$ cat config.mk
export PLATFORM = sky130hd
export DESIGN_NAME = id_fetch_buffer
export DESIGN_NICKNAME = d
export VERILOG_FILES = /design/src/rtl/id_fetch_buffer.sv
export SDC_FILE = /design/constraint.sdc
export NUM_CORES = 1
export LEC_CHECK = 0
export BUFFER_PORTS_ARGS = -buffer_cell sky130_fd_sc_hd__clkbuf_2
export CAP_MARGIN = 20
export CORE_MARGIN = 5
export CORE_UTILIZATION = 55
export DETAILED_ROUTE_END_ITERATION = 8
export GPL_TIMING_DRIVEN = 0
export PLACE_DENSITY_LB_ADDON = 0.15
export SETUP_SLACK_MARGIN = 0.3
export SKIP_CTS_REPAIR_TIMING = 1
export SYNTH_ARGS = -nofsm -noshare
export SYNTH_HDL_FRONTEND = slang
export SYNTH_SLANG_ARGS = --single-unit
$ cat constraint.sdc
create_clock -name clk -period 6.8 [get_ports clk]
set_input_delay 0.68 -clock clk [delete_from_list [all_inputs] [get_ports clk]]
set_output_delay 0.68 -clock clk [all_outputs]
set_load 0.03 [all_outputs]
$ cat src/rtl/id_fetch_buffer.sv
// Instruction holding queue in front of the ID-stage pipeline register.
// Fetch keeps filling the queue while ID is stalled; the ID register drains it in order.
module id_fetch_buffer #(
  parameter int DEPTH  = 4,
  parameter int INST_W = 32,
  parameter int PC_W   = 32,
  parameter int EXC_W  = 32
) (
  input  logic                       clk,
  input  logic                       rst_n,
  input  logic                       flush,
  input  logic                       stall_id,
  input  logic                       stall_ex,
  input  logic                       br_kill,
  input  logic                       in_valid,
  input  logic [PC_W-1:0]            in_pc,
  input  logic [INST_W-1:0]          in_inst,
  input  logic [EXC_W-1:0]           in_exc,
  output logic                       in_ready,
  output logic                       out_valid,
  output logic [PC_W-1:0]            out_pc,
  output logic [INST_W-1:0]          out_inst,
  output logic [EXC_W-1:0]           out_exc,
  output logic [$clog2(DEPTH):0]     count,
  output logic                       full,
  output logic                       empty
);

  localparam int AW = $clog2(DEPTH);
  localparam int PW = AW + 1;
  localparam int EW = EXC_W + PC_W + INST_W;

  logic [EW-1:0] mem [DEPTH];

  logic [PW-1:0] wr_ptr_reg, wr_ptr_next;
  logic [PW-1:0] rd_ptr_reg, rd_ptr_next;
  logic          id_valid_reg, id_valid_next;
  logic [EW-1:0] id_word_reg, id_word_next;
  logic          push;
  logic          kill;
  logic          full_w;
  logic          empty_w;
  logic [EW-1:0] in_word;
  logic [EW-1:0] head_word;

  // Extra pointer bit distinguishes full from empty when the index bits match.
  assign full_w    = (wr_ptr_reg[PW-1] != rd_ptr_reg[PW-1]) &&
                     (wr_ptr_reg[AW-1:0] == rd_ptr_reg[AW-1:0]);
  assign empty_w   = (wr_ptr_reg == rd_ptr_reg);
  assign in_word   = {in_exc, in_pc, in_inst};
  assign head_word = mem[rd_ptr_reg[AW-1:0]];
  // A branch kill arriving while stalled is ignored; the branch unit repeats it.
  assign kill      = flush | (br_kill & ~stall_id & ~stall_ex);

  always_comb begin
    wr_ptr_next   = wr_ptr_reg;
    rd_ptr_next   = rd_ptr_reg;
    id_valid_next = id_valid_reg;
    id_word_next  = id_word_reg;
    push          = 1'b0;
    if (kill) begin
      rd_ptr_next   = wr_ptr_reg;
      id_valid_next = 1'b0;
      id_word_next  = '0;
    end else if (stall_id) begin
      push = in_valid & ~full_w;
      if (!stall_ex) begin
        id_valid_next = 1'b0;
        id_word_next  = '0;
      end
    end else if (!empty_w) begin
      id_valid_next = 1'b1;
      id_word_next  = head_word;
      rd_ptr_next   = rd_ptr_reg + 1'b1;
      push          = in_valid & ~full_w;
    end else if (in_valid) begin
      id_valid_next = 1'b1;
      id_word_next  = in_word;
    end else begin
      id_valid_next = 1'b0;
      id_word_next  = '0;
    end
    if (push) begin
      wr_ptr_next = wr_ptr_reg + 1'b1;
    end
  end

  always_ff @(posedge clk) begin
    if (!rst_n) begin
      wr_ptr_reg   <= '0;
      rd_ptr_reg   <= '0;
      id_valid_reg <= 1'b0;
      id_word_reg  <= '0;
    end else begin
      wr_ptr_reg   <= wr_ptr_next;
      rd_ptr_reg   <= rd_ptr_next;
      id_valid_reg <= id_valid_next;
      id_word_reg  <= id_word_next;
    end
  end

  // Storage carries no reset; occupancy is defined by the pointers alone.
  always_ff @(posedge clk) begin
    if (rst_n && push) begin
      mem[wr_ptr_reg[AW-1:0]] <= in_word;
    end
  end

  assign in_ready  = ~full_w;
  assign full      = full_w;
  assign empty     = empty_w;
  assign count     = wr_ptr_reg - rd_ptr_reg;
  assign out_valid = id_valid_reg;
  assign out_inst  = id_word_reg[INST_W-1:0];
  assign out_pc    = id_word_reg[INST_W +: PC_W];
  assign out_exc   = id_word_reg[INST_W+PC_W +: EXC_W];

endmodule
==> reports/results.ini, run 1 <==
[clock_tree]
path_clk_slew_ns = 0.06
cts_num_sinks = 489
cts_buffer_depth = 3
cts_buffers = 49
cts-root-buf = clkbuf_16
htreeDepth = 2
clk-insertion-delay-late_ns = 0.55
cts_tree = built

[yosys]
syn_area_um2 = 18100
yosysUniqueCellTypes = 34
netlist.area_leader.share_pct = 63.8
netlist_instances = 934
ys_ff_latch = 489
synth_nets = 1045
async_flop_share_pct = 0
synth_top_flop_cell = edfxtp_1
synth_area_leaders = edfxtp_1 64%, dfxtp_1 12%, mux4_2 12%
synth_edf_count = 384
yosysTopAreaCell = edfxtp_1
ys.warnings.count = 0
avgSynthCellArea_um2 = 19.4
synth_seq_area_share_pct = 75.4

[die]
die_w_um = 191
ios = 206
die_h_um = 191
rows = 66
start_util_pct = 55.7
fp.coreArea_um2 = 32500
dieArea_um2 = 36600

[critical_path]
r2r_slack_ns = 3.66
worstPathRequired_ns = 6.12
start_kind = flop
rr_startpoint = wr_ptr_reg[0]
r2r.worst_path.cells = 7
worstSetupEndpointType = output port
r2r-end = mem[3][79]
criticalPathCategory = flop to output port
cp.arrival_ns = 2.71
critPathMaxFanout = 10

[sta]
fin_crit_ns = 3.39
finalHoldViolCount = 0
max_slew.worst_pin.slew_ns = 1.14
setup_viol = 0
max_freq_mhz = 295
finClkSkew_ns = 0.0206
setup-tns-final_ns = 0
period_share_pct = 49.9
slew_headroom_pct = 23.3
setup_slack_ns = 3.41
rsz0062_at_grt = no
maxSlewViolCount = 0

[routing]
ant_nets = 0
totalWireLength_mm = 39.6
avgRoutedWirePerCell_um = 23.6
initialDrtViolationCount = 1073
vias = 10031
dr.pass1.iters = 9
vias_per_cell = 5.97
drc_errors = 0

[global_route]
track_usage_pct = 21.7
grt_max_degree = 51
grt_pass1_wl_mm = 60.8
antenna_found_initial = 2
grt_pass1_vias = 10293
grt_overflow = 0

[cells_and_area]
fill_cells = 2266
largest_reg_flops = 384
nets = 1308
final_layout_size_suffix_gt1_share_pct = 33.7
final_common_cell = edfxtp_1
layout_common_cells = 384 x edfxtp_1, 205 x clkbuf_2, 105 x dfxtp_1, 93 x mux4_2, 86 x nor2_1
syn_to_final_growth_pct = 18.6

[placement]
gp_congestion = 0.765
place_worst_setup_slack_ns = 3.61
dp_hpwl_mm = 24.7
portBuffers = 205

[hold_path]
holdPathStages = 1
min_from = in_pc[25]
holdPathEnd = mem[0][57]
min_path_type = primary input to flop

[outcome]
status = finished, final reports clean

[pwr]
irDropWorstVdd_v = 0.000253
cellPowerDensity_nw_per_um2 = 303
p_leak_nw = 7.31

[flow_run]
cap_violations = 0

## cells by family (layout without fill, tap and decap cells)
| group | after synthesis | after routing | share of synthesized area (%) |
|---|---|---|---|
| buffers and inverters | 76 | 378 | 1.97 |
| AND/OR/NAND/NOR | 124 | 124 | 3.07 |
| adder cells (fa/ha/maj) | 8 | 8 | 0.595 |
| XOR/XNOR | 4 | 4 | 0.235 |
| other | 0 | 1 | 0 |
| flip-flops | 489 | 489 | 75.4 |
| AO/OA/AOI/OAI | 133 | 133 | 6.45 |
| multiplexers | 100 | 100 | 12.2 |
## worst max-delay path: stages (launching register included)
cell and delay [ns]:
dfxtp_1 0.41, inv_1 0.12, ha_1 0.33, and2_1 0.12, buf_2 0.24, buf_1 0.47
nand2_1 0.20, inv_1 0.08, clkbuf_2 0.20
## synthesized netlist by cell type, types with 3 or more instances
library cell / number
mux4_2: 93
mux4_1: 3
a222oi_1: 82
a32o_1: 14
nand2_1: 9
and3_1: 4
edfxtp_1: 384
mux2i_1: 4
clkbuf_1: 38
nor2_1: 86
inv_1: 9
buf_6: 4
a21oi_1: 31
buf_2: 23
nor3_1: 16
ha_1: 7
dfxtp_1: 105
## per-stage QoR
| stage | utilization [%] | cells | hold slack, ns | power (W) | instance area, µm² |
|---|---|---|---|---|---|
| finish | 66.1 | 1679 | 0.369 | 0.00649 | 21400 |
| global route | 66.1 | 1679 | 0.352 | 0.00673 | 21400 |
| CTS | 66.0 | 1678 | 0.343 | 0.00655 | 21400 |
| detailed placement | 61.1 | 1588 | 0.507 | 0.00391 | 19800 |
| global placement | 60.6 | 1581 | 0.498 | 0.00390 | 19700 |
| floorplan | - | 934 | 0.481 | 0.00372 | 18100 |
## area by class of cell
cell class              instances  area [µm²]  area share (%)
flip-flops and latches        489       13600            63.6
multi-input cells             369        4110            19.1
clock buffers                  67        1390            6.47
repair buffers                212        1190            5.54
well taps                     442         553            2.58
plain buffers                  67         322            1.50
clock inverters                23         214           0.998
inverters                       9        33.8           0.158
diodes                          1        2.50          0.0117
## metal layers
metal	routed length (µm)	vias to the layer above	global-route usage, %	part of all wire (%)
met4	645	2	5.08	1.6
met5	13	-	0	0.033
met1	16600	5138	31.2	42
met3	2840	54	3.85	7.2
met2	19500	375	35.3	49
li1	-	4462	-	-
## power by group
part / internal, W / switching, W
logic: 0.000218 / 0.000337
clock network: 0.00158 / 0.00106
registers: 0.00327 / 0.0000230
## how the worst max path moves through the flow
stage	from	end	slack [ns]
after floorplan	wr_ptr_reg[0]	mem[0][0]	2.65
after global placement	wr_ptr_reg[0]	mem[0][52]	0.59
after detailed placement	wr_ptr_reg[0]	mem[3][80]	3.61
after CTS	wr_ptr_reg[0]	full	3.41
after global routing	wr_ptr_reg[0]	full	3.21
final	wr_ptr_reg[0]	full	3.41
Note: power is estimated with default switching activity, not from simulation.
==> run 2, diff against run 1 <==
--- a/config.mk
+++ b/config.mk
@@ -8,7 +8,7 @@
 export BUFFER_PORTS_ARGS = -buffer_cell sky130_fd_sc_hd__clkbuf_2
 export CAP_MARGIN = 20
 export CORE_MARGIN = 5
-export CORE_UTILIZATION = 55
+export CORE_UTILIZATION = 52
 export DETAILED_ROUTE_END_ITERATION = 8
 export GPL_TIMING_DRIVEN = 0
 export PLACE_DENSITY_LB_ADDON = 0.15
==> constraint.sdc (replaced) <==
create_clock -name clk -period 2.9 [get_ports clk]
set_input_delay 0.29 -clock clk [delete_from_list [all_inputs] [get_ports clk]]
set_output_delay 0.29 -clock clk [all_outputs]
set_load 0.03 [all_outputs]
==> run 2 against run 1 <==
Compared with the run above: critical path depth unchanged; register-to-register slack worse by 3.3 ns; combinational power rose to 2.6 times the previous value; the run now ends with hold timing left; worst setup slack worse by 3.0 ns; worst hold slack worse by 0.38 ns; die area up 5.5%; final cell count up 7.6%; sequential power up 130%; sequential share of layout area down 3.2 points; clock skew down 0.0070 ns; utilization down 0.57 points; non-clock buffer count up 107.
==> reports/results.ini, run 2 (same netlist as run 1, synthesis figures left out) <==
[routing]
dr.pass1.iters = 6  ; was 9
avgRoutedWirePerCell_um = 23.3  ; was 23.6 µm
totalWireLength_mm = 42.1  ; was 39.6 mm
ant_nets = 0  ; unchanged
drc_errors = 0  ; unchanged
vias = 10595  ; was 10031
vias_per_cell = 5.87  ; was 5.97
initialDrtViolationCount = 996  ; was 1073

[cells_and_area]
layout_common_cells = 384 x edfxtp_1, 206 x clkbuf_2, 103 x dfxtp_1, 93 x mux4_2, 92 x dlygate4sd3_1  ; was 384 x edfxtp_1, 205 x clkbuf_2, 105 x dfxtp_1, 93 x mux4_2, 86 x nor2_1
final_layout_size_suffix_gt1_share_pct = 32.9  ; was 33.7%
final_common_cell = edfxtp_1  ; unchanged
fin_cells = 1806  ; was 1679
syn_to_final_growth_pct = 24.8  ; was 18.6%
nets = 1421  ; was 1308
finalInstanceArea_um2 = 22600  ; was 21400 µm²
largest_reg_flops = 384  ; unchanged
fill_cells = 2422  ; was 2266

[critical_path]
cp.arrival_ns = 2.21  ; was 2.71 ns
critPathMaxFanout = 10  ; unchanged
worstPathRequired_ns = 2.61  ; was 6.12 ns
criticalPathCategory = flop to output port  ; unchanged
start_kind = flop  ; unchanged
cp-startpoint = rd_ptr_reg[1]  ; was wr_ptr_reg[0]
rr_startpoint = wr_ptr_reg[2]  ; was wr_ptr_reg[0]
worstSetupEndpointType = output port  ; unchanged

[sta]
hold_ws_ns = -0.0118  ; was 0.369 ns
setup_slack_ns = 0.401  ; was 3.41 ns
max_freq_mhz = 400
period_share_pct = 86.2
finalHoldViolCount = 5  ; was 0
slew_headroom_pct = 36.5  ; was 23.3%
fin_crit_ns = 2.50
setup_viol = 0  ; unchanged
maxSlewViolCount = 0  ; unchanged
rsz0062_at_grt = yes  ; was no
max_slew.worst_pin.slew_ns = 0.953  ; was 1.14 ns
finClkSkew_ns = 0.0136  ; was 0.0206 ns

[clock_tree]
clk-insertion-delay-late_ns = 0.56  ; was 0.55 ns
cts_tree = built  ; unchanged
cts_buffer_depth = 3  ; unchanged
cts_buffers = 49  ; unchanged
path_clk_slew_ns = 0.06  ; about the same
cts_num_sinks = 489  ; unchanged
cts-root-buf = clkbuf_16  ; unchanged
htreeDepth = 2  ; unchanged

[outcome]
failed_checks = hold timing
status = finished with violations  ; was finished, final reports clean

[global_route]
grt_pass1_vias = 10413  ; was 10293
track_usage_pct = 20.5  ; was 21.7%
antenna_found_initial = 1  ; was 2
grt_overflow = 0  ; unchanged
grt_pass1_wl_mm = 61.1  ; was 60.8 mm
grt_max_degree = 54  ; was 51

[placement]
dp_hpwl_mm = 25.0  ; was 24.7 mm
place_worst_setup_slack_ns = -0.351  ; was 3.61 ns
placedCellCount = 1600  ; was 1588
gp_congestion = 0.741  ; was 0.765
postPlaceCellArea_um2 = 19900  ; was 19800 µm²
portBuffers = 205  ; unchanged

[pwr]
p_int_w = 0.0117  ; was 0.00506 W
p_sw_share_pct = 22.7  ; was 22.0%
irDropWorstVdd_v = 0.000488  ; was 0.000253 V
cellPowerDensity_nw_per_um2 = 669  ; was 303 nW/µm²
pwr-share-clk_pct = 39.2  ; was 40.7%
p_leak_nw = 7.80  ; was 7.31 nW
power.total_w = 0.0151  ; was 0.00649 W
power.switching_w = 0.00342  ; was 0.00142 W
sequentialPowerShare_pct = 51.2  ; was 50.8%
p_comb_share_pct = 9.7  ; was 8.6%

[die]
die_w_um = 196  ; was 191 µm
start_util_pct = 52.5  ; was 55.7%
fp.coreArea_um2 = 34500  ; was 32500 µm²
rows = 68  ; was 66
die_h_um = 196  ; was 191 µm
ios = 206  ; unchanged
dieArea_um2 = 38600  ; was 36600 µm²

[hold_path]
min_path_type = primary input to flop  ; unchanged
min_from = in_exc[16]  ; was in_pc[25]

[flow_run]
cap_violations = 0  ; unchanged

run 2: worst paths after layout:
check	endpoint	depth (start not counted)	slack, ns
setup / recovery	empty	8	0.40
hold / removal	mem[2][80]	1	-0.01
setup reg to reg	mem[0][55]	6	0.41
hold reg to reg	wr_ptr_reg[0]	2	0.50
run 2: power groups by stage:
stage	registers [W]	logic (W)	clock network, W
final	0.00772	0.00146	0.00592
after global routing	0.00773	0.00158	0.00635
after CTS	0.00772	0.00132	0.00603
after detailed placement	0.00787	0.00132	0
after global placement	0.00787	0.00129	0
after floorplan	0.00797	0.000754	0
run 2: metal layers:
layer / up-vias / global-route usage, % / wire length [µm] / share of wire (%)
met5: - / 0 / 0 / 0
met4: 0 / 4.32 / 561 / 1.3
met3: 47 / 4.36 / 3170 / 7.5
met2: 402 / 33.7 / 20900 / 50
met1: 5438 / 28.8 / 17500 / 42
li1: 4708 / - / - / -
run 2: layout make-up:
type	instances	area, µm²	share of cell area, %
Tap cell	455	569	2.52
Antenna cell	1	2.50	0.0111
Clock inverter	23	140	0.621
Multi-Input combinational cell	375	4190	18.6
Clock buffer	68	1370	6.06
Inverter	9	33.8	0.150
Timing Repair Buffer	319	2290	10.1
Buffer	67	342	1.51
Sequential cell	489	13600	60.4
run 2: stage by stage:
step	utilization, %	TNS (ns)	hold slack (ns)
after global routing	65.5	0	0.00189
after floorplan	-	0	0.389
after global placement	57.2	-183.42	0.481
after detailed placement	57.6	-38.82	0.488
final	65.5	0	-0.0118
after CTS	62.0	-41.40	-0.0678
run 2: critical path, cell delays in order (launching register included):
cell and delay, ns:
dfxtp_1 0.39, inv_1 0.06, ha_1 0.29, and2_1 0.16, buf_4 0.18, nand2_2 0.17
buf_6 0.17, inv_1 0.05, clkbuf_4 0.17
==> run 3, diff against run 2 <==
--- a/config.mk
+++ b/config.mk
@@ -7,8 +7,10 @@
 export LEC_CHECK = 0
 export BUFFER_PORTS_ARGS = -buffer_cell sky130_fd_sc_hd__clkbuf_2
 export CAP_MARGIN = 20
+export CELL_PAD_IN_SITES_DETAIL_PLACEMENT = 1
+export CELL_PAD_IN_SITES_GLOBAL_PLACEMENT = 2
 export CORE_MARGIN = 5
-export CORE_UTILIZATION = 52
+export CORE_UTILIZATION = 40
 export DETAILED_ROUTE_END_ITERATION = 8
 export GPL_TIMING_DRIVEN = 0
 export PLACE_DENSITY_LB_ADDON = 0.15
==> run 3 against run 2 <==
Compared with the run above: the run now ends clean; worst hold slack improved by 0.037 ns; fmax fell by 0.43%; count of clock-buffer cells in the layout rose by 8; register-to-register slack got worse by 0.02 ns; sequential cell count did not move; clock skew barely moved.
==> reports/results.ini, run 3 (same netlist as run 1, synthesis figures left out) <==
[outcome]
status = finished, final reports clean  ; was finished with violations

[sta]
slew_headroom_pct = 36.8  ; was 36.5%
max_slew.worst_pin.slew_ns = 0.948  ; was 0.953 ns
rsz0062_at_grt = no  ; was yes
setup_viol = 0  ; unchanged
fin_crit_ns = 2.51  ; was 2.50 ns
maxSlewViolCount = 0  ; unchanged
finalHoldViolCount = 0  ; was 5
setup_slack_ns = 0.390  ; was 0.401 ns
finClkSkew_ns = 0.0135  ; was 0.0136 ns
max_freq_mhz = 398  ; was 400 MHz
period_share_pct = 86.6  ; was 86.2%

[pwr]
pwr-share-clk_pct = 41.3  ; was 39.2%
sequentialPowerShare_pct = 49.2  ; was 51.2%
cellPowerDensity_nw_per_um2 = 686  ; was 669 nW/µm²
power.switching_w = 0.00355  ; was 0.00342 W
p_comb_share_pct = 9.4  ; was 9.7%
p_leak_nw = 7.85  ; was 7.80 nW
irDropWorstVdd_v = 0.000472  ; was 0.000488 V
p_int_w = 0.0122  ; was 0.0117 W
power.total_w = 0.0157  ; was 0.0151 W
p_sw_share_pct = 22.6  ; was 22.7%

[critical_path]
cp_cell_sequence = xnor2_4, a21oi_1, nor4_4, buf_4, and3_4, buf_16, clkbuf_16  ; was inv_1, ha_1, and2_1, buf_4, nand2_2, buf_6, inv_1, clkbuf_4
rr_startpoint = rd_ptr_reg[2]  ; was wr_ptr_reg[2]
cp_slowest_cell = dfxtp_1  ; unchanged
r2r_slack_ns = 0.39  ; was 0.41 ns
r2r.worst_path.cells = 7  ; was 6
r2r-end = mem[0][35]  ; was mem[0][55]
critPathMaxFanout = 34  ; was 10
worstPathRequired_ns = 3.17  ; was 2.61 ns
worstSetupEndpointType = flop  ; was output port
criticalPathCategory = flop to flop  ; was flop to output port
cp.arrival_ns = 2.78  ; was 2.21 ns
start_kind = flop  ; unchanged
cp_slowest_stage_delay_ns = 0.39  ; about the same

[die]
die_h_um = 223  ; was 196 µm
start_util_pct = 40.7  ; was 52.5%
fp.coreArea_um2 = 44400  ; was 34500 µm²
dieArea_um2 = 49500  ; was 38600 µm²
rows = 77  ; was 68
die_w_um = 223  ; was 196 µm
ios = 206  ; unchanged

[hold_path]
holdPathStages = 1  ; unchanged
holdPathEnd = mem[0][26]  ; was mem[2][80]
min_from = in_inst[26]  ; was in_exc[16]
min_path_type = primary input to flop  ; unchanged

[placement]
place_worst_setup_slack_ns = -0.376  ; was -0.351 ns
dp_hpwl_mm = 27.9  ; was 25.0 mm
portBuffers = 205  ; unchanged
gp_congestion = 0.684  ; was 0.741

[clock_tree]
cts_tree = built  ; unchanged
cts_buffer_depth = 3  ; unchanged
cts-root-buf = clkbuf_16  ; unchanged
cts_buffers = 51  ; was 49
clk-insertion-delay-late_ns = 0.58  ; was 0.56 ns
htreeDepth = 2  ; unchanged
path_clk_slew_ns = 0.06  ; about the same
cts_num_sinks = 489  ; unchanged

[global_route]
grt_pass1_vias = 10958  ; was 10413
grt_pass1_wl_mm = 67.9  ; was 61.1 mm
track_usage_pct = 17.7  ; was 20.5%
grt_overflow = 0  ; unchanged
antenna_found_initial = 4  ; was 1
grt_max_degree = 52  ; was 54

[flow_run]
cap_violations = 0  ; unchanged

[routing]
drc_errors = 0  ; unchanged
initialDrtViolationCount = 977  ; was 996
totalWireLength_mm = 46.5  ; was 42.1 mm
vias = 10535  ; was 10595
ant_nets = 0  ; unchanged
avgRoutedWirePerCell_um = 23.9  ; was 23.3 µm
vias_per_cell = 5.42  ; was 5.87
dr.pass1.iters = 6  ; unchanged

[cells_and_area]
layout_common_cells = 384 x edfxtp_1, 205 x clkbuf_2, 102 x dfxtp_1, 96 x dlygate4sd3_1, 93 x mux4_2  ; was 384 x edfxtp_1, 206 x clkbuf_2, 103 x dfxtp_1, 93 x mux4_2, 92 x dlygate4sd3_1
final_common_cell = edfxtp_1  ; unchanged
syn_to_final_growth_pct = 26.7  ; was 24.8%
final_layout_size_suffix_gt1_share_pct = 32.5  ; was 32.9%
nets = 1418  ; was 1421
largest_reg_flops = 384  ; unchanged

==> run 3: layout make-up <==
type | count | area, µm²
Tap cell | 592 | 741
Fill cell | 4173 | 21500
Inverter | 9 | 33.8
Sequential cell | 489 | 13600
Clock buffer | 76 | 1470
Clock inverter | 19 | 196
Buffer | 67 | 345
Antenna cell | 2 | 5.00
Multi-Input combinational cell | 372 | 4160
Timing Repair Buffer | 317 | 2300
==> run 3: per-stage QoR <==
step	setup TNS [ns]	util, %	cell area [µm²]	hold WS, ns	instances
after global routing	0	51.5	22900	0.00111	1942
after floorplan	0	-	18100	0.389	934
after global placement	-236.74	44.8	19900	0.483	1731
after detailed placement	-33.43	45.2	20100	0.500	1738
final	0	51.5	22900	0.0252	1943
after CTS	-35.07	48.9	21700	-0.0876	1833
==> run 3: worst max-delay path: cells and delay by family (launching register included) <==
family	cells	cell delay, ns
flops	1	0.39
compound gates	1	0.19
buf+inv	3	0.74
xor+xnor	1	0.39
simple gates	2	0.46
==> run 3: worst max-delay path by stage <==
| stage | endpoint | slack [ns] | cells after the start | startpoint |
|---|---|---|---|---|
| 3_3_place_gp | mem[1][85] | -0.64 | 4 | wr_ptr_reg[2] |
| 6_report | mem[0][35] | 0.39 | 7 | rd_ptr_reg[2] |
| 3_5_place_dp | mem[2][85] | -0.38 | 5 | wr_ptr_reg[2] |
| 5_1_grt | mem[0][66] | 0.28 | 7 | wr_ptr_reg[2] |
| 4_1_cts | mem[2][66] | -0.39 | 5 | wr_ptr_reg[2] |
| 2_1_floorplan | mem[1][0] | 0.32 | 4 | rd_ptr_reg[2] |
==> run 3: routing by layer <==
metal	global-route usage [%]	share of wire (%)	routed length, µm
met1	23.8	43	19900
met2	29.7	50	23400
met3	3.58	5.2	2420
met4	4.76	1.7	812
met5	0	0.028	13
==> run 3: power groups by stage <==
stage	Combinational [W]	Clock, W	Sequential (W)
global placement	0.00132	0	0.00788
finish	0.00148	0.00649	0.00773
global route	0.00161	0.00700	0.00773
CTS	0.00136	0.00666	0.00773
floorplan	0.000754	0	0.00797
detailed placement	0.00135	0	0.00788
